$ cat config.mk
export PLATFORM = sky130hd
export DESIGN_NAME = veririsc_sequencer
export DESIGN_NICKNAME = d
export VERILOG_FILES = /design/src/rtl/veririsc_sequencer.sv
export SDC_FILE = /design/constraint.sdc
export NUM_CORES = 1
export LEC_CHECK = 0
export ABC_AREA = 0
export CAP_MARGIN = 20
export CORE_AREA = 2 2 39 41
export CTS_CLUSTER_DIAMETER = 60
export CTS_CLUSTER_SIZE = 8
export DETAILED_ROUTE_END_ITERATION = 10
export DIE_AREA = 0 0 41 43
export PLACE_DENSITY = 0.69
export SYNTH_ARGS = -nofsm -noshare
export SYNTH_HDL_FRONTEND = slang
export SYNTH_SLANG_ARGS = --single-unit
$ cat constraint.sdc
create_clock -name clk -period 1.5 [get_ports clk]
set_clock_uncertainty 0.1 [all_clocks]
set_input_delay 0.3 -clock clk [delete_from_list [all_inputs] [get_ports clk]]
set_output_delay 0.3 -clock clk [all_outputs]
set_load 0.02 [all_outputs]
$ cat src/rtl/veririsc_sequencer.sv
// VeriRisc eight-phase instruction sequencer: steps fetch/decode/execute phases
// and decodes the load, memory and bus strobes from (phase, opcode, zero, halted).
module veririsc_sequencer #(
  parameter int OpWidth = 3
) (
  input  logic               clk,
  input  logic               rst,
  input  logic [OpWidth-1:0] opcode,
  input  logic               zero,
  output logic [2:0]         phase,
  output logic               sel,
  output logic               rd,
  output logic               ld_ir,
  output logic               halt,
  output logic               inc_pc,
  output logic               ld_ac,
  output logic               ld_pc,
  output logic               wr,
  output logic               data_e
);

  typedef enum logic [2:0] {
    INST_ADDR  = 3'd0,
    INST_FETCH = 3'd1,
    INST_LOAD  = 3'd2,
    IDLE       = 3'd3,
    OP_ADDR    = 3'd4,
    OP_FETCH   = 3'd5,
    ALU_OP     = 3'd6,
    STORE      = 3'd7
  } phase_t;

  localparam logic [OpWidth-1:0] OP_HLT = OpWidth'(0);
  localparam logic [OpWidth-1:0] OP_SKZ = OpWidth'(1);
  localparam logic [OpWidth-1:0] OP_ADD = OpWidth'(2);
  localparam logic [OpWidth-1:0] OP_AND = OpWidth'(3);
  localparam logic [OpWidth-1:0] OP_XOR = OpWidth'(4);
  localparam logic [OpWidth-1:0] OP_LDA = OpWidth'(5);
  localparam logic [OpWidth-1:0] OP_STO = OpWidth'(6);
  localparam logic [OpWidth-1:0] OP_JMP = OpWidth'(7);

  phase_t state;
  phase_t state_nxt;
  logic   halted;
  logic   halted_nxt;
  logic   alu_op;

  assign phase  = state;
  assign alu_op = (opcode == OP_ADD) || (opcode == OP_AND) ||
                  (opcode == OP_XOR) || (opcode == OP_LDA);

  always_ff @(posedge clk or negedge rst) begin
    if (!rst) begin
      state  <= INST_ADDR;
      halted <= 1'b0;
    end else begin
      state  <= state_nxt;
      halted <= halted_nxt;
    end
  end

  // A HLT seen in OP_ADDR parks the counter there; only reset releases it.
  always_comb begin
    state_nxt  = state;
    halted_nxt = halted;
    if (!halted) begin
      if (state == OP_ADDR && opcode == OP_HLT) begin
        halted_nxt = 1'b1;
      end else begin
        state_nxt = phase_t'(state + 3'd1);
      end
    end
  end

  always_comb begin
    sel    = 1'b0;
    rd     = 1'b0;
    ld_ir  = 1'b0;
    halt   = 1'b0;
    inc_pc = 1'b0;
    ld_ac  = 1'b0;
    ld_pc  = 1'b0;
    wr     = 1'b0;
    data_e = 1'b0;
    if (halted) begin
      halt = 1'b1;
    end else begin
      case (state)
        INST_ADDR: begin
          sel = 1'b1;
        end
        INST_FETCH: begin
          sel = 1'b1;
          rd  = 1'b1;
        end
        INST_LOAD, IDLE: begin
          sel   = 1'b1;
          rd    = 1'b1;
          ld_ir = 1'b1;
        end
        OP_ADDR: begin
          inc_pc = 1'b1;
          halt   = (opcode == OP_HLT);
        end
        OP_FETCH: begin
          rd = alu_op;
        end
        ALU_OP: begin
          rd     = alu_op;
          inc_pc = (opcode == OP_SKZ) && zero;
          ld_pc  = (opcode == OP_JMP);
          data_e = (opcode == OP_STO);
        end
        STORE: begin
          rd     = alu_op;
          ld_ac  = alu_op;
          ld_pc  = (opcode == OP_JMP);
          wr     = (opcode == OP_STO);
          data_e = (opcode == OP_STO);
        end
        default: begin
          sel = 1'b0;
        end
      endcase
    end
  end

endmodule

==> results of run 1 <==
## power by group
| part | total (mW) | switching, mW | internal (mW) |
|---|---|---|---|
| sequential | 0.288 | 0.112 | 0.176 |
| combinational | 1.49 | 0.720 | 0.770 |
| clock | 0.150 | 0.0501 | 0.100 |
| total | 1.93 | 0.882 | 1.05 |
## kinds of logic (layout without fill, tap and decap cells)
logic type	after synthesis	in the layout	synth area share (%)
xor gates and xnor gates	2	2	4.73
muxes	1	1	4.05
AOI/OAI and AO/OA	9	9	15.2
adders and majority gates	6	6	20.3
buffers and inverters	6	40	6.42
DFF	4	4	27.0
and+or+nand+nor	14	14	22.3
## metrics by stage
step / instance area, um^2 / hold slack, ns / TNS [ns]
after floorplan: 493 / -0.0956 / -1.29
after global placement: 768 / 0.413 / -7.54
after global routing: 856 / 0.163 / -4.54
after CTS: 835 / 0.158 / -4.42
after detailed placement: 768 / 0.414 / -7.59
final: 856 / 0.161 / -3.80
## flip-flops by register name (all words and copies together) (netlist names)
signal  count
phase       3
halted      1
## final timing paths
check / start / end
worst min-delay path: rst / phase[0]
min in group clk: phase[1] / phase[1]
max in group asynchronous: rst / phase[2]
worst min register to register: phase[1] / phase[1]
worst max register to register: phase[0] / phase[1]
worst max-delay path: phase[0] / sel
## timing repair
| action | CTS | global route |
|---|---|---|
| setup buffers | 1 | 2 |
| gates resized for setup | 55 | 14 |
| pin swaps | 4 | 2 |
| setup endpoints to repair | 14 | 14 |
## cell usage after synthesis, types with 2 or more instances
cell type  n  area (um^2)
dfrtp_1    4          100
a21oi_1    3         15.0
o21ai_0    3         15.0
xnor2_1    2         17.5
inv_1      5         18.8
ha_1       6         75.1
nor2_1     5         18.8
nor4_1     2         12.5
## cell type report
type	instances	area, um^2
Clock buffer	4	26.3
Multi-Input combinational cell	32	430
Timing Repair Buffer	31	254
Fill cell	121	528
Tap cell	16	20.0
Inverter	5	21.3
Sequential cell	4	104
## per-layer routing
layer / wire (um) / vias up / GRT usage, %
met5: 0 / - / 0
met1: 443 / 200 / 14.6
li1: - / 215 / -
met4: 0 / 0 / 2.00
met2: 624 / 19 / 27.8
met3: 89 / 0 / 6.81
==> run metrics, run 1 <==
Post-synth EDFFs=0; final hold violation count=0; Util after Layout=61.8%; non-filler cells, final=about 90; WP depth=6; CTS clk-pin slew, worst paths=0.04 ns; Post-Syn Area=roughly 370 um^2; vias in the first global route=442; type of origin of the critical path=flop; Power Total=1.93 mW; Slew @ Worst Pin=about 0.33 ns; reg2reg path depth=6; critical path, cell by cell=inv_4 -> ha_4 -> or3_4 -> a21oi_4 -> nor2_4 -> buf_6; post-synthesis async set-or-reset flop share=100%; Buf+Inv Stages, Crit Path=2; Worst VDD drop=between 0.0015 and 0.002 V; Worst EP arrival=approximately 1.6 ns; DR vias=roughly 430; slowest stage delay, CP=about 0.41 ns; RSZ-0062 raised after global routing=true; gr ovfl total=0; Main synth FF type=dfrtp_1; status=finished, violations left; Total GRT Usage=between 15 and 20%; Pins Over Slew Limit=0; core box area=between 1000 and 1500 um^2; synthesis-to-layout area growth=131%; Chip Height=roughly 43 um; Seq/Total Area, Yosys=around 27%; failing checks=setup timing; initial antenna violation count=0; layout cells sized above 1=77.6%; # hold bufs at CTS=0; Cells after Synth=42; Initial DRC Count=12; dpl cells=86; DRT Wirelength=about 1200 um; fin worst setup slack=-0.495 ns; final net count=89; Syn Nets=54; Power Density=between 2000 and 2500 nW/um^2; critical path type=reg2out; Cell variety after synth=20; H-Tree Level Count=1; total number of clock tree sinks=4; fin crit share=133%; CP Max Fanout=4; num ports=18; first-pass iteration count of the detailed router=4; Final min period=~2.0 ns; Clock Path Buffers=2; Yosys reg bits=4; die width=roughly 41 um; total CTS buffers=3; Fmax=501 MHz; commonest non-fill, non-tap cell in the layout=buf_4; Worst EP required=~1.1 ns; area of the die=about 1800 um^2; I/O Buffers=17; CTS root buf=clkbuf_4; Detailed Place HPWL=between 800 and 900 um; Min-Delay Path Class=in2async; Slew HR=approximately 80%; GP Congestion=0.682; mean area per synthesized cell=between 8 and 9 um^2; Initial Util=between 20% and 30%; crit-path leading delay family=simple AND/OR/NAND/NOR gates; max cap viols=0; diode count=0; Detail Route Antenna Nets=0; CP max-delay cell=dfrtp_2; largest net degree at the start of global routing=7; pre-CTS setup slack=-0.841 ns; CTS tree=yes; Avg Vias per Cell=approximately 4.7; P_leak=roughly 0.36 nW; final setup violation count=11; Rows=14; CP Capture Type=output pin; WL per Instance=approximately 13 um; drc violations=0; R2R setup slack=-0.16 ns; first-pass GRT wire length=1780 um; synth warn=0; Worst-Skew Late Latency=around 0.24 ns
Note: power is estimated with default switching activity, not from simulation.
==> run 2: changes to the inputs <==
- GPL_TIMING_DRIVEN: unset -> 0
- SLEW_MARGIN: unset -> 20
==> run metrics, run 2 (same netlist as run 1, synthesis figures left out) <==
num ports=18; CP Max Fanout=4; met2 Use GR=a little under a quarter; fin worst setup slack=-0.500 ns; dpl cells=75; leading cell types in the layout, fill and taps excluded=buf_4 (11), buf_2 (5), dlygate4sd2_1 (4); final hold violation count=0; final net count=85; pre-CTS setup slack=-1.03 ns; RSZ-0062 raised after global routing=true; I/O Buffers=17; CTS root buf=clkbuf_4; critical path type=reg2out; WL per Instance=about 13 um; type of origin of the critical path=flop; Fmax=500 MHz; critical path, cell by cell=inv_4 -> ha_4 -> or3_4 -> a21oi_4 -> nor2_4 -> buf_6; initial antenna violation count=0; Worst-Skew Late Latency=0.25 ns; total number of clock tree sinks=4; CTS tree=yes; Worst EP required=between 1 and 1.5 ns; CTS clk-pin slew, worst paths=approximately 0.05 ns; Detailed Place HPWL=723 um; met3 Use GR=approximately 2.6%; DRT Wirelength=approximately 1200 um; CP Capture Type=output pin; largest net degree at the start of global routing=11; core box area=about 1400 um^2; Worst EP arrival=1.60 ns; Initial DRC Count=2; Avg Vias per Cell=roughly 4.7; WHS=around 0.17 ns; Util after Layout=between 50% and 60%; Detail Route Antenna Nets=0; max cap viols=0; Chip Height=around 43 um; drc violations=0; die width=just over 40 um; Worst VDD drop=between 0.001 and 0.0015 V; Area after DPL=roughly 680 um^2; first-pass iteration count of the detailed router=2; Clock Path Buffers=2; GP Congestion=0.695; CP max-delay cell=dfrtp_2; vias in the first global route=394; Pins Over Slew Limit=0; diode count=0; final setup violation count=11; layout cells sized above 1=between 70% and 80%; crit-path leading delay family=simple AND/OR/NAND/NOR gates; Buf+Inv Stages, Crit Path=2; total CTS buffers=3; Total GRT Usage=roughly 15%; met1 usage=between 10% and 20%; Power Total=~1.9 mW; area of the die=1760 um^2; Slew HR=75.0%; setup TNS=-3.88 ns; Initial Util=between 20 and 30%; non-filler cells, final=88; first-pass GRT wire length=1760 um; gr ovfl total=0; H-Tree Level Count=1; Largest register FFs=3; status=finished, violations left; design area=between 800 and 900 um^2; Min-Delay Path Class=in2async; P_leak=between 0.3 and 0.4 nW; Slew @ Worst Pin=between 0.3 and 0.4 ns; failing checks=setup timing; Rows=14; DR vias=approximately 420; Power Density=between 2000 and 2500 nW/um^2; commonest non-fill, non-tap cell in the layout=buf_4; Final min period=2.00 ns; slowest stage delay, CP=0.41 ns; synthesis-to-layout area growth=122%; GRT Max-Usage Layer=met2; fin crit share=133%
==> run 2: routing by layer <==
metal	vias to the layer above	wire length [um]
li1	207	-
met1	196	450
met2	14	622
met3	0	80
met4	0	0
met5	-	0
==> run 2: worst reg2reg max path, cell delays in order, from the launching register on <==
cell     delay, ns
dfrtp_2       0.44
inv_4         0.10
ha_4          0.15
nor4b_4       0.26
a21oi_2       0.11
buf_4         0.16
mux2_4        0.28
==> run 2: area by class of cell <==
class | count | area [um^2]
Fill cell | 129 | 561
Multi-Input combinational cell | 32 | 430
Timing Repair Buffer | 26 | 216
Buffer | 1 | 5.00
Tap cell | 16 | 20.0
Clock buffer | 4 | 26.3
Inverter | 5 | 21.3
Sequential cell | 4 | 104
==> run 2: power breakdown <==
group          total (mW)  internal, mW  leakage, nW  switching [mW]
clock network       0.157         0.101       0.0150          0.0561
logic                1.45         0.736        0.291           0.718
registers           0.274         0.176       0.0437          0.0979
total                1.88          1.01        0.350           0.872
==> run 2: worst paths after layout <==
path	from	endpoint	slack, ns	depth (start not counted)
setup / recovery	phase[0]	sel	-0.50	6
hold / removal	rst	phase[0]	0.17	1
setup reg to reg	phase[0]	phase[1]	-0.23	6
hold reg to reg	phase[2]	halted	0.59	2
max in group asynchronous	rst	phase[1]	0.92	1
min in group clk	phase[2]	halted	0.59	2
==> run 2: what timing repair did <==
item	4_1_cts	5_1_grt
gates resized for setup	59	10
pin swaps	6	3
endpoints found under the setup margin	14	12
gates cloned	0	0
hold buffers	0	0
buffers inserted	6	3
==> run 3: changes to the inputs <==
- PLACE_DENSITY: 0.69 -> unset
- PLACE_DENSITY_LB_ADDON: unset -> 0.2
==> run metrics, run 3 (same netlist as run 1, synthesis figures left out) <==
total number of clock tree sinks=4; P_leak=0.339 nW; Worst-Skew Late Latency=between 0.2 and 0.25 ns; CP Capture Type=output pin; Detailed Place HPWL=approximately 700 um; layout cells sized above 1=76.1%; Initial DRC Count=6; Avg Vias per Cell=4.78; type of origin of the critical path=flop; pre-CTS setup slack=-0.995 ns; Slew HR=74.5%; CP max-delay cell=dfrtp_2; max cap viols=0; CTS root buf=clkbuf_4; WL per Instance=roughly 13 um; total CTS buffers=3; num ports=18; Worst EP required=between 1 and 1.5 ns; final setup violation count=11; Slew @ Worst Pin=around 0.38 ns; gr ovfl total=0; vias in the first global route=about 390; Switching Fraction=a little under half; Worst VDD drop=~0.0011 V; I/O Buffers=17; largest net degree at the start of global routing=11; CTS tree=yes; DRT Wirelength=about 1100 um; failing checks=setup timing; CP Max Fanout=5; DR vias=416; Chip Height=about 43 um; Largest register FFs=3; Int Power=963 uW; die width=around 41 um; # hold bufs at CTS=0; Min-Delay Path Class=in2async; CTS clk-pin slew, worst paths=about 0.04 ns; Initial Util=26.8%; Clock Path Buffers=2; Psw=around 860 uW; R2R setup slack=-0.19 ns; initial antenna violation count=0; GP Congestion=about 0.64; combinational share of power=roughly 77%; H-Tree Level Count=1; setup TNS=-3.95 ns; fin worst setup slack=-0.502 ns; Worst R2R Start=phase[0]; final net count=84; Power Density=approximately 2300 nW/um^2; Sequential Power Share=between 10 and 15%; Rows=14; critical path type=reg2out; Detail Route Antenna Nets=0; commonest non-fill, non-tap cell in the layout=buf_4; reg2reg path depth=6; critical path, cell by cell=inv_4 -> ha_4 -> or3_4 -> a21oi_4 -> nor2_4 -> buf_6; diode count=0; RSZ-0062 raised after global routing=true; R2R Path End=phase[1]; Worst EP arrival=1.60 ns; drc violations=0; Total GRT Usage=between 10 and 15%; first-pass iteration count of the detailed router=2; status=finished, violations left; fin crit share=133%; core box area=1380 um^2; Final min period=roughly 2.0 ns; Pins Over Slew Limit=0; synthesis-to-layout area growth=118%; first-pass GRT wire length=about 1600 um; area of the die=1760 um^2; leading cell types in the layout, fill and taps excluded=buf_4 (13), dlygate4sd2_1 (5), ha_2 (4); clock power share=just over 8%; final hold violation count=0; Fmax=about 500 MHz; slowest stage delay, CP=between 0.4 and 0.5 ns
[run 3: cell count changes in the layout (fill, tap and decap cells not counted), sizes merged]
cell           previous run  this run
dlygate4sd2               4         5
clkbuf                    5         4
clkdlybuf4s15             0         1
buf                      20        18
[run 3: worst max path at each step]
| stage | end | start | slack (ns) |
|---|---|---|---|
| after floorplan | sel | phase[0] | -0.21 |
| after global placement | halt | opcode[0] | -1.03 |
| after detailed placement | halt | opcode[0] | -0.99 |
| after CTS | sel | phase[0] | -0.54 |
| after global routing | sel | phase[0] | -0.57 |
| final | sel | phase[0] | -0.50 |
[run 3: repair_timing]
item / in CTS / in global routing
pin swaps: 6 / 3
buffers inserted: 3 / 5
endpoints found under the setup margin: 14 / 11
endpoints found under the hold margin: 0 / 0
resized for setup: 57 / 10
[run 3: power groups by stage]
stage / clock (mW) / sequential [mW] / combinational [mW]
floorplan: 0 / 0.314 / 0.737
global placement: 0 / 0.279 / 1.12
detailed placement: 0 / 0.276 / 1.12
CTS: 0.155 / 0.265 / 1.22
global route: 0.166 / 0.286 / 1.51
finish: 0.147 / 0.271 / 1.40
[run 3: layout make-up]
type | instances | area, um^2
Sequential cell | 4 | 104
Buffer | 1 | 5.00
Inverter | 5 | 21.3
Multi-Input combinational cell | 32 | 427
Tap cell | 16 | 20.0
Clock buffer | 4 | 26.3
Timing Repair Buffer | 25 | 205
Fill cell | 138 | 576
[run 3: routing by layer]
| layer | share of wire (%) | GRT usage (%) | wire length, um |
|---|---|---|---|
| met5 | 0 | 0 | 0 |
| met1 | 38 | 15.6 | 414 |
| met2 | 56 | 22.5 | 619 |
| met4 | 0.91 | 6.00 | 10 |
| met3 | 5.2 | 3.14 | 57 |
[run 3: metrics by stage]
stage	cells	util, %	power [mW]	hold WS (ns)	cell area (um^2)
floorplan	42	-	1.05	-0.0956	493
global placement	75	49.4	1.40	0.413	683
detailed placement	75	49.4	1.39	0.415	683
CTS	82	54.7	1.64	0.153	757
global route	87	58.4	1.96	0.159	808
finish	87	58.4	1.82	0.157	808
[run 3: critical path, delay by kind of cell, from the launching register on]
family / cells / cell delay (ns)
compound gates: 1 / 0.15
fa+ha+maj: 1 / 0.16
buf+inv: 2 / 0.20
flops: 1 / 0.42
simple gates: 2 / 0.43
